[src/rtl/rshift_scheduler.sv]
// rtl/rshift_scheduler.sv - round-robin job scheduler for the shared arithmetic right-shift datapath
// Grants one requester a burst of BEATS vectors, steers beat handshakes and tags datapath returns.
module rshift_scheduler #(
  parameter int NUM_REQ   = 4,
  parameter int BEATS     = 2,
  parameter int SHAMT_W   = 4,
  parameter int SHIFT_LAT = 1,
  parameter int TAG_W     = (NUM_REQ > 1) ? $clog2(NUM_REQ) : 1
) (
  input  logic                       clk,
  input  logic                       rst,
  input  logic [NUM_REQ-1:0]         req,
  input  logic [NUM_REQ*SHAMT_W-1:0] req_shamt,
  output logic [NUM_REQ-1:0]         grant,
  input  logic [NUM_REQ-1:0]         beat_valid,
  output logic [NUM_REQ-1:0]         beat_ready,
  output logic                       dp_in_valid,
  output logic [SHAMT_W-1:0]         dp_shamt,
  input  logic                       dp_out_valid,
  output logic [TAG_W-1:0]           out_tag,
  output logic                       out_valid,
  output logic                       out_last,
  output logic [NUM_REQ-1:0]         done,
  output logic                       busy,
  output logic                       err
);

  localparam int CW = $clog2(BEATS + 1);
  localparam int PW = TAG_W + 1;

  typedef enum logic [1:0] {S_IDLE, S_GRANT, S_STREAM, S_DRAIN} state_t;

  state_t          state;
  logic [TAG_W-1:0] win_idx;
  logic [TAG_W-1:0] rr_ptr;
  logic [CW-1:0]    iss_cnt;
  logic [CW-1:0]    ret_cnt;

  logic             arb_found;
  logic [TAG_W-1:0] arb_idx;
  logic [TAG_W-1:0] rr_next;
  logic [PW-1:0]    cand;
  logic [CW-1:0]    issued_now;
  logic             ret_ok;
  logic             ret_acc;

  // First requester at or after rr_ptr, wrapping around NUM_REQ.
  always_comb begin
    arb_found = 1'b0;
    arb_idx   = rr_ptr;
    cand      = '0;
    for (int i = 0; i < NUM_REQ; i++) begin
      cand = {1'b0, rr_ptr} + PW'(i);
      if (cand >= PW'(NUM_REQ)) cand = cand - PW'(NUM_REQ);
      if (!arb_found && req[cand[TAG_W-1:0]]) begin
        arb_found = 1'b1;
        arb_idx   = cand[TAG_W-1:0];
      end
    end
  end

  assign rr_next = (arb_idx == TAG_W'(NUM_REQ - 1)) ? '0 : arb_idx + TAG_W'(1);

  assign beat_ready  = (state == S_STREAM) ? grant : '0;
  assign dp_in_valid = |(beat_valid & beat_ready);

  // A zero-latency datapath can return a beat in the same cycle it is issued.
  assign issued_now = iss_cnt + ((SHIFT_LAT == 0) ? CW'(dp_in_valid) : CW'(0));
  assign ret_ok     = ((state == S_STREAM) || (state == S_DRAIN)) && (ret_cnt < issued_now);
  assign ret_acc    = dp_out_valid && ret_ok;

  assign out_valid = ret_acc;
  assign out_tag   = win_idx;
  assign out_last  = ret_acc && (ret_cnt == CW'(BEATS - 1));
  assign done      = out_last ? grant : '0;
  assign busy      = (state != S_IDLE);

  always_ff @(posedge clk) begin
    if (rst) begin
      state    <= S_IDLE;
      grant    <= '0;
      dp_shamt <= '0;
      win_idx  <= '0;
      rr_ptr   <= '0;
      iss_cnt  <= '0;
      ret_cnt  <= '0;
      err      <= 1'b0;
    end else begin
      if (dp_out_valid && !ret_ok) err <= 1'b1;
      case (state)
        S_IDLE: begin
          iss_cnt <= '0;
          ret_cnt <= '0;
          if (arb_found) begin
            win_idx  <= arb_idx;
            dp_shamt <= req_shamt[arb_idx*SHAMT_W +: SHAMT_W];
            rr_ptr   <= rr_next;
            grant    <= NUM_REQ'(1) << arb_idx;
            state    <= S_GRANT;
          end
        end
        S_GRANT: state <= S_STREAM;
        S_STREAM, S_DRAIN: begin
          if (dp_in_valid) iss_cnt <= iss_cnt + CW'(1);
          if (ret_acc) ret_cnt <= ret_cnt + CW'(1);
          // Grant is held through the done cycle and clears on this edge.
          if (out_last) begin
            grant <= '0;
            state <= S_IDLE;
          end else if (state == S_STREAM && dp_in_valid && iss_cnt == CW'(BEATS - 1)) begin
            state <= S_DRAIN;
          end
        end
        default: state <= S_IDLE;
      endcase
    end
  end

endmodule

[config.mk]
export PLATFORM = sky130hd
export DESIGN_NAME = rshift_scheduler
export DESIGN_NICKNAME = d
export VERILOG_FILES = /design/src/rtl/rshift_scheduler.sv
export SDC_FILE = /design/constraint.sdc
export NUM_CORES = 1
export LEC_CHECK = 0
export CORE_ASPECT_RATIO = 1.4
export CORE_MARGIN = 5
export CORE_UTILIZATION = 41
export DETAILED_ROUTE_END_ITERATION = 16
export PLACE_DENSITY = 0.79
export SLEW_MARGIN = 10
export SYNTH_ARGS = -nofsm -noshare
export SYNTH_HDL_FRONTEND = slang
export SYNTH_SLANG_ARGS = --single-unit
[constraint.sdc]
create_clock -name clk -period 2.65 [get_ports clk]
set_clock_uncertainty 0.2 [all_clocks]
set_input_delay 0.53 -clock clk [delete_from_list [all_inputs] [get_ports clk]]
set_output_delay 0.53 -clock clk [all_outputs]
set_load 0.02 [all_outputs]
==> out/results.ini, run 1 <==
[outcome]
status = finished, final reports clean

[cells_and_area]
area_growth_pct = 54.7
final_nets = 232
antenna_cells = 0
final_cell_area_um2 = 1760
drive_gt1_share_pct = 15.2
utilization_pct = 66.4
fin_cells = 233

[worst_setup_path]
critPathLaunchType = primary input
endpoint_kind = output port
cp.required_ns = 1.92
worstPathArrival_ns = 1.82
crit_path_max_fanout = 5
critPathKind = in2out

[placed_design]
globalplace.congestion = 0.722
io_buffers = 49
hpwl_mm = 2.55
pre_cts_ws_ns = -0.230
place_area_um2 = 1730
place_inst = 228

[global_routing]
grtUsageTotal_pct = 15.8
grt_remaining_overflow = 0
grt_max_degree = 16
grt_util_met3_pct = 4.11
grt_first_pass_wirelength_mm = 4.76
use_met2_pct = 30.8
antenna_found_initial = 0
met1_usage_pct = 15.3
busiest_layer = met2
first_global_vias = 1188

[floorplan]
ios = 50
dieArea_um2 = 3940
row_count = 22
die-width_um = 54.5
core_um2 = 2640
start_util_pct = 42.9
die_h_um = 72.3

[detailed_routing]
drt-initial-drc-count = 8
via_per_inst = 5.18
firstDrtPassIters = 4
drc = 0
antenna_left = 0
wl_per_cell_um = 13.1
wirelength_mm = 3.06
vias = 1208

[cts]
cts.sinks = 19
cts-root-buf = clkbuf_4
clock_latency_ns = 0.30
cts_buffer_depth = 2
numCtsBuffers = 3
ctsHtreeMaxLevel = 1
cts_tree = built
path_clk_slew_ns = 0.11
ctsHoldBuffers = 0

[yosys]
synth_most_common_cell = dfxtp_1
ys_types = 30
synth_enable_flop_cells = 0
synthCells = 136
yosysSeqAreaShare_pct = 33.5
synth_area_leaders = dfxtp_1 34%, ha_1 7.7%, and3_1 5.0%, mux2_2 5.0%, nor2_1 5.0%
synth_top_area_cell = dfxtp_1
synth_area_um2 = 1130
synthArstFlopShare_pct = 0
yosys_warnings = 0
synth_top_area_share_pct = 33.5
synth-seq-cells = 19
synth_commonest_cells = 19 x dfxtp_1, 15 x nor2_1, 11 x a21oi_1, 11 x nand2_1, 10 x inv_1
synth_flop_cell = dfxtp_1
synth_nets = 170
postSynthAreaPerCell_um2 = 8.34

[flow_run]
max_cap_viol_count = 0

[timing]
final_hold_viol_count = 0
max_freq_mhz = 392
maxSlewViolCount = 0
finalHoldWorstSlack_ns = 0.269
max_slew_margin_pct = 81.5
fin_crit_ns = 2.55
finalSetupViolations = 0
final.period_utilization_pct = 96.2
tightest_slew_ns = 0.277
worst_slack_ns = 0.0997

[pwr]
p_leak_nw = 0.765
p_per_area_nw_per_um2 = 490
vdd_drop_max_uv = 335

[worst_hold_path]
worst_hold_path_type = reg2reg

placed cells by master, fill, tap and decap left out, drive strengths merged:
cell type      count
o21bai             1
dlygate4sd2        1
ha                 7
buf               13
mux2              10
nor2              15
a21o               2
and3               9
inv               10
clkbuf             9
o21ai              2
a21boi             2
o21a               2
and2               4
nand2b             2
a22oi              3
a21oi             11
dfxtp             19
a31oi              1
a211oi             1
a221o              4
nand4              1
nand3              6
nor3               3
mux2i              2
clkdlybuf4s50     42
nor2b              4
nand2             11
sequential cells by signal, summed over array words and instances (netlist names):
signal    cells
iss_cnt       2
err           1
grant         4
rr_ptr        2
out_tag       2
ret_cnt       2
state         2
dp_shamt      4
where the power goes:
part	internal, W	switching, W
combinational	0.000186	0.000172
sequential	0.000322	0.0000301
clock	0.0000588	0.0000917
total	0.000567	0.000293
timing repair:
item,4_1_cts,5_1_grt
endpoints found under the setup margin,7,6
pin swaps,1,0
buffers inserted,0,1
gates resized for setup,8,15
final cells by class:
cell class | instances | area, µm²
fill | 246 | 887
clock buffer | 4 | 26.3
sequential | 19 | 380
multi-input combinational | 103 | 714
tap | 36 | 45.0
timing repair buffer | 61 | 552
inverter | 10 | 37.5
routing by layer:
layer | part of all wire [%] | routed length (µm)
met1 | 36 | 1120
met2 | 54 | 1660
met3 | 8.4 | 256
met4 | 0.92 | 28
met5 | 0 | 0
logic make-up (layout without fill, tap and decap cells):
family          count (synthesis)  in the layout  synth area share (%)
simple gates                   55             55                  23.6
compound gates                 29             29                  17.5
fa+ha+maj                       7              7                  7.72
flops                          19             19                  33.5
mux                            12             12                  12.3
buf+inv                        14             75                  5.29
worst paths after layout:
kind                 from           to  slack [ns]  cells past startpoint
min            out_tag[0]   out_tag[0]        0.27                      2
min reg2reg    out_tag[0]   out_tag[0]        0.27                      2
max reg2reg     rr_ptr[1]  dp_shamt[1]        0.63                      5
max          dp_out_valid      done[1]         0.1                      6
per-stage QoR:
stage | power, W | setup TNS [ns]
finish | 0.000860 | 0
global route | 0.000915 | -0.00470
CTS | 0.000864 | 0
detailed placement | 0.000715 | -1.32
global placement | 0.000705 | -1.11
floorplan | 0.000559 | 0
critical path: stages:
cell and delay [ns]:
clkdlybuf4s50_1 0.45, inv_1 0.07, a211oi_4 0.30, buf_4 0.16, and3_1 0.14, clkbuf_2 0.16
No activity file was read; power rests on OpenSTA's default activity.
==> inputs of run 2 (changes only) <==
- TNS_END_PERCENT: default -> 5
==> run 2 against run 1 <==
Sequential share of layout area increased by 0.28 points; die area unchanged; non-clock buffer count fell by 1; wire length is 2.2% lower; sequential power hardly changed; worst setup slack better by 0.087 ns; maximum frequency increased by 3.5%.
==> out/results.ini, run 2 (synthesis results as in run 1) <==
[cells_and_area]
antenna_cells = 0  ; unchanged
top_regs = dp_shamt (4), grant (4)  ; unchanged
layout_commonest_cell = clkdlybuf4s50_1  ; unchanged
final_nets = 231  ; was 232
area_growth_pct = 52.7  ; was 54.7%
drive_gt1_share_pct = 14.3  ; was 15.2%
final_cell_mix = 42 x clkdlybuf4s50_1, 19 x dfxtp_1, 15 x nor2_1  ; was 42 x clkdlybuf4s50_1, 19 x dfxtp_1, 15 x nor2_1, 13 x buf_4
utilization_pct = 65.6  ; was 66.4%

[timing]
tightest_slew_ns = 0.273  ; was 0.277 ns
fin_crit_ns = 2.46  ; was 2.55 ns
maxSlewViolCount = 0  ; unchanged
setup_tns_ns = 0  ; unchanged
finalSetupViolations = 0  ; unchanged
final.period_utilization_pct = 93.0  ; was 96.2%
max_slew_margin_pct = 81.7  ; was 81.5%
final_hold_viol_count = 0  ; unchanged
grt_setup_unrepaired = no
max_freq_mhz = 406  ; was 392 MHz

[detailed_routing]
wirelength_mm = 2.99  ; was 3.06 mm
drc = 0  ; unchanged
antenna_left = 0  ; unchanged
via_per_inst = 5.12  ; was 5.18
firstDrtPassIters = 4  ; unchanged
vias = 1188  ; was 1208
drt-initial-drc-count = 16  ; was 8
wl_per_cell_um = 12.9  ; was 13.1 µm

[floorplan]
core_um2 = 2640  ; unchanged
start_util_pct = 42.9  ; unchanged
die-width_um = 54.5  ; unchanged
row_count = 22  ; unchanged
dieArea_um2 = 3940  ; unchanged
ios = 50  ; unchanged
die_h_um = 72.3  ; unchanged

[cts]
cts_buffer_depth = 2  ; unchanged
cts-root-buf = clkbuf_4  ; unchanged
ctsHtreeMaxLevel = 1  ; unchanged
numCtsBuffers = 3  ; unchanged
cts.sinks = 19  ; unchanged
cts_tree = built  ; unchanged
cts_setup_buffers = 0  ; unchanged
clock_latency_ns = 0.31  ; was 0.30 ns
path_clk_slew_ns = 0.11  ; about the same

[pwr]
vdd_drop_max_uv = 338  ; was 335 µV
fin_total_pwr_w = 0.000859  ; was 0.000860 W
p_per_area_nw_per_um2 = 496  ; was 490 nW/µm²
p_leak_nw = 0.758  ; was 0.765 nW

[global_routing]
grtUsageTotal_pct = 15.8  ; unchanged
grt_remaining_overflow = 0  ; unchanged
first_global_vias = 1188  ; unchanged
antenna_found_initial = 0  ; unchanged
grt_max_degree = 16  ; unchanged
grt_first_pass_wirelength_mm = 4.76  ; unchanged

[worst_setup_path]
critPathLaunchType = flop  ; was primary input
cp.required_ns = 1.92  ; about the same
worstPathArrival_ns = 1.73  ; was 1.82 ns
crit_path_max_fanout = 6  ; was 5
endpoint_kind = output port  ; unchanged
critPathKind = reg2out  ; was in2out

[flow_run]
max_cap_viol_count = 0  ; unchanged

[worst_hold_path]
worst_hold_path_type = reg2reg  ; unchanged

[outcome]
status = finished, final reports clean  ; unchanged

[placed_design]
hpwl_mm = 2.55  ; unchanged
io_buffers = 49  ; unchanged
globalplace.congestion = 0.722  ; unchanged

==> run 2: cell types whose count changed in the layout (fill, tap and decap cells not counted), sizes merged <==
cell and delta:
buf -2, clkbuf +1
==> run 2: report_power, final <==
group          switching, W  internal (W)  leakage [nW]
clock             0.0000919     0.0000588        0.0150
sequential        0.0000297      0.000322         0.156
combinational      0.000171      0.000185         0.587
total              0.000293      0.000566         0.758
==> run 2: layout make-up <==
| type | instances | area, µm² |
|---|---|---|
| Clock buffer | 4 | 26.3 |
| Fill cell | 246 | 910 |
| Inverter | 10 | 37.5 |
| Multi-Input combinational cell | 103 | 702 |
| Sequential cell | 19 | 380 |
| Tap cell | 36 | 45.0 |
| Timing Repair Buffer | 60 | 542 |
==> run 2: per-stage QoR <==
step	hold slack [ns]	setup slack (ns)	area (µm²)	instances
2_1_floorplan	0.270	0.204	1130	136
3_3_place_gp	0.252	-0.186	1730	228
3_5_place_dp	0.255	-0.230	1730	228
4_1_cts	0.271	0.0254	1760	232
5_1_grt	0.295	0.0429	1730	232
6_report	0.269	0.186	1730	232
==> run 2: timing repair <==
| item | 4_1_cts | 5_1_grt |
|---|---|---|
| gates resized for setup | 8 | 12 |
| cloned | 0 | 0 |
| pin swaps | 1 | 0 |
| endpoints found under the setup margin | 7 | 6 |
| hold buffers | 0 | 0 |
==> run 2: routing by layer <==
layer | track usage, % | vias up | wire length (µm) | share of wire (%)
met5 | 0 | - | 0 | 0
met4 | 4.16 | 0 | 28 | 0.94
met3 | 4.11 | 3 | 245 | 8.2
met2 | 30.8 | 46 | 1610 | 54
met1 | 15.3 | 543 | 1110 | 37
li1 | - | 596 | - | -
==> run 2: final timing paths <==
path | from | to | slack (ns) | cells past startpoint
worst max register to register | rr_ptr[1] | dp_shamt[1] | 0.63 | 5
worst min-delay path | out_tag[0] | out_tag[0] | 0.27 | 2
worst max-delay path | iss_cnt[1] | out_last | 0.19 | 6
worst min register to register | out_tag[0] | out_tag[0] | 0.27 | 2
==> run 2: worst max-delay path, stage by stage, from the launching register on <==
cell	delay, ns
dfxtp_1	0.34
inv_1	0.06
ha_1	0.34
a211oi_4	0.30
nand2_1	0.11
inv_1	0.09
clkbuf_2	0.17
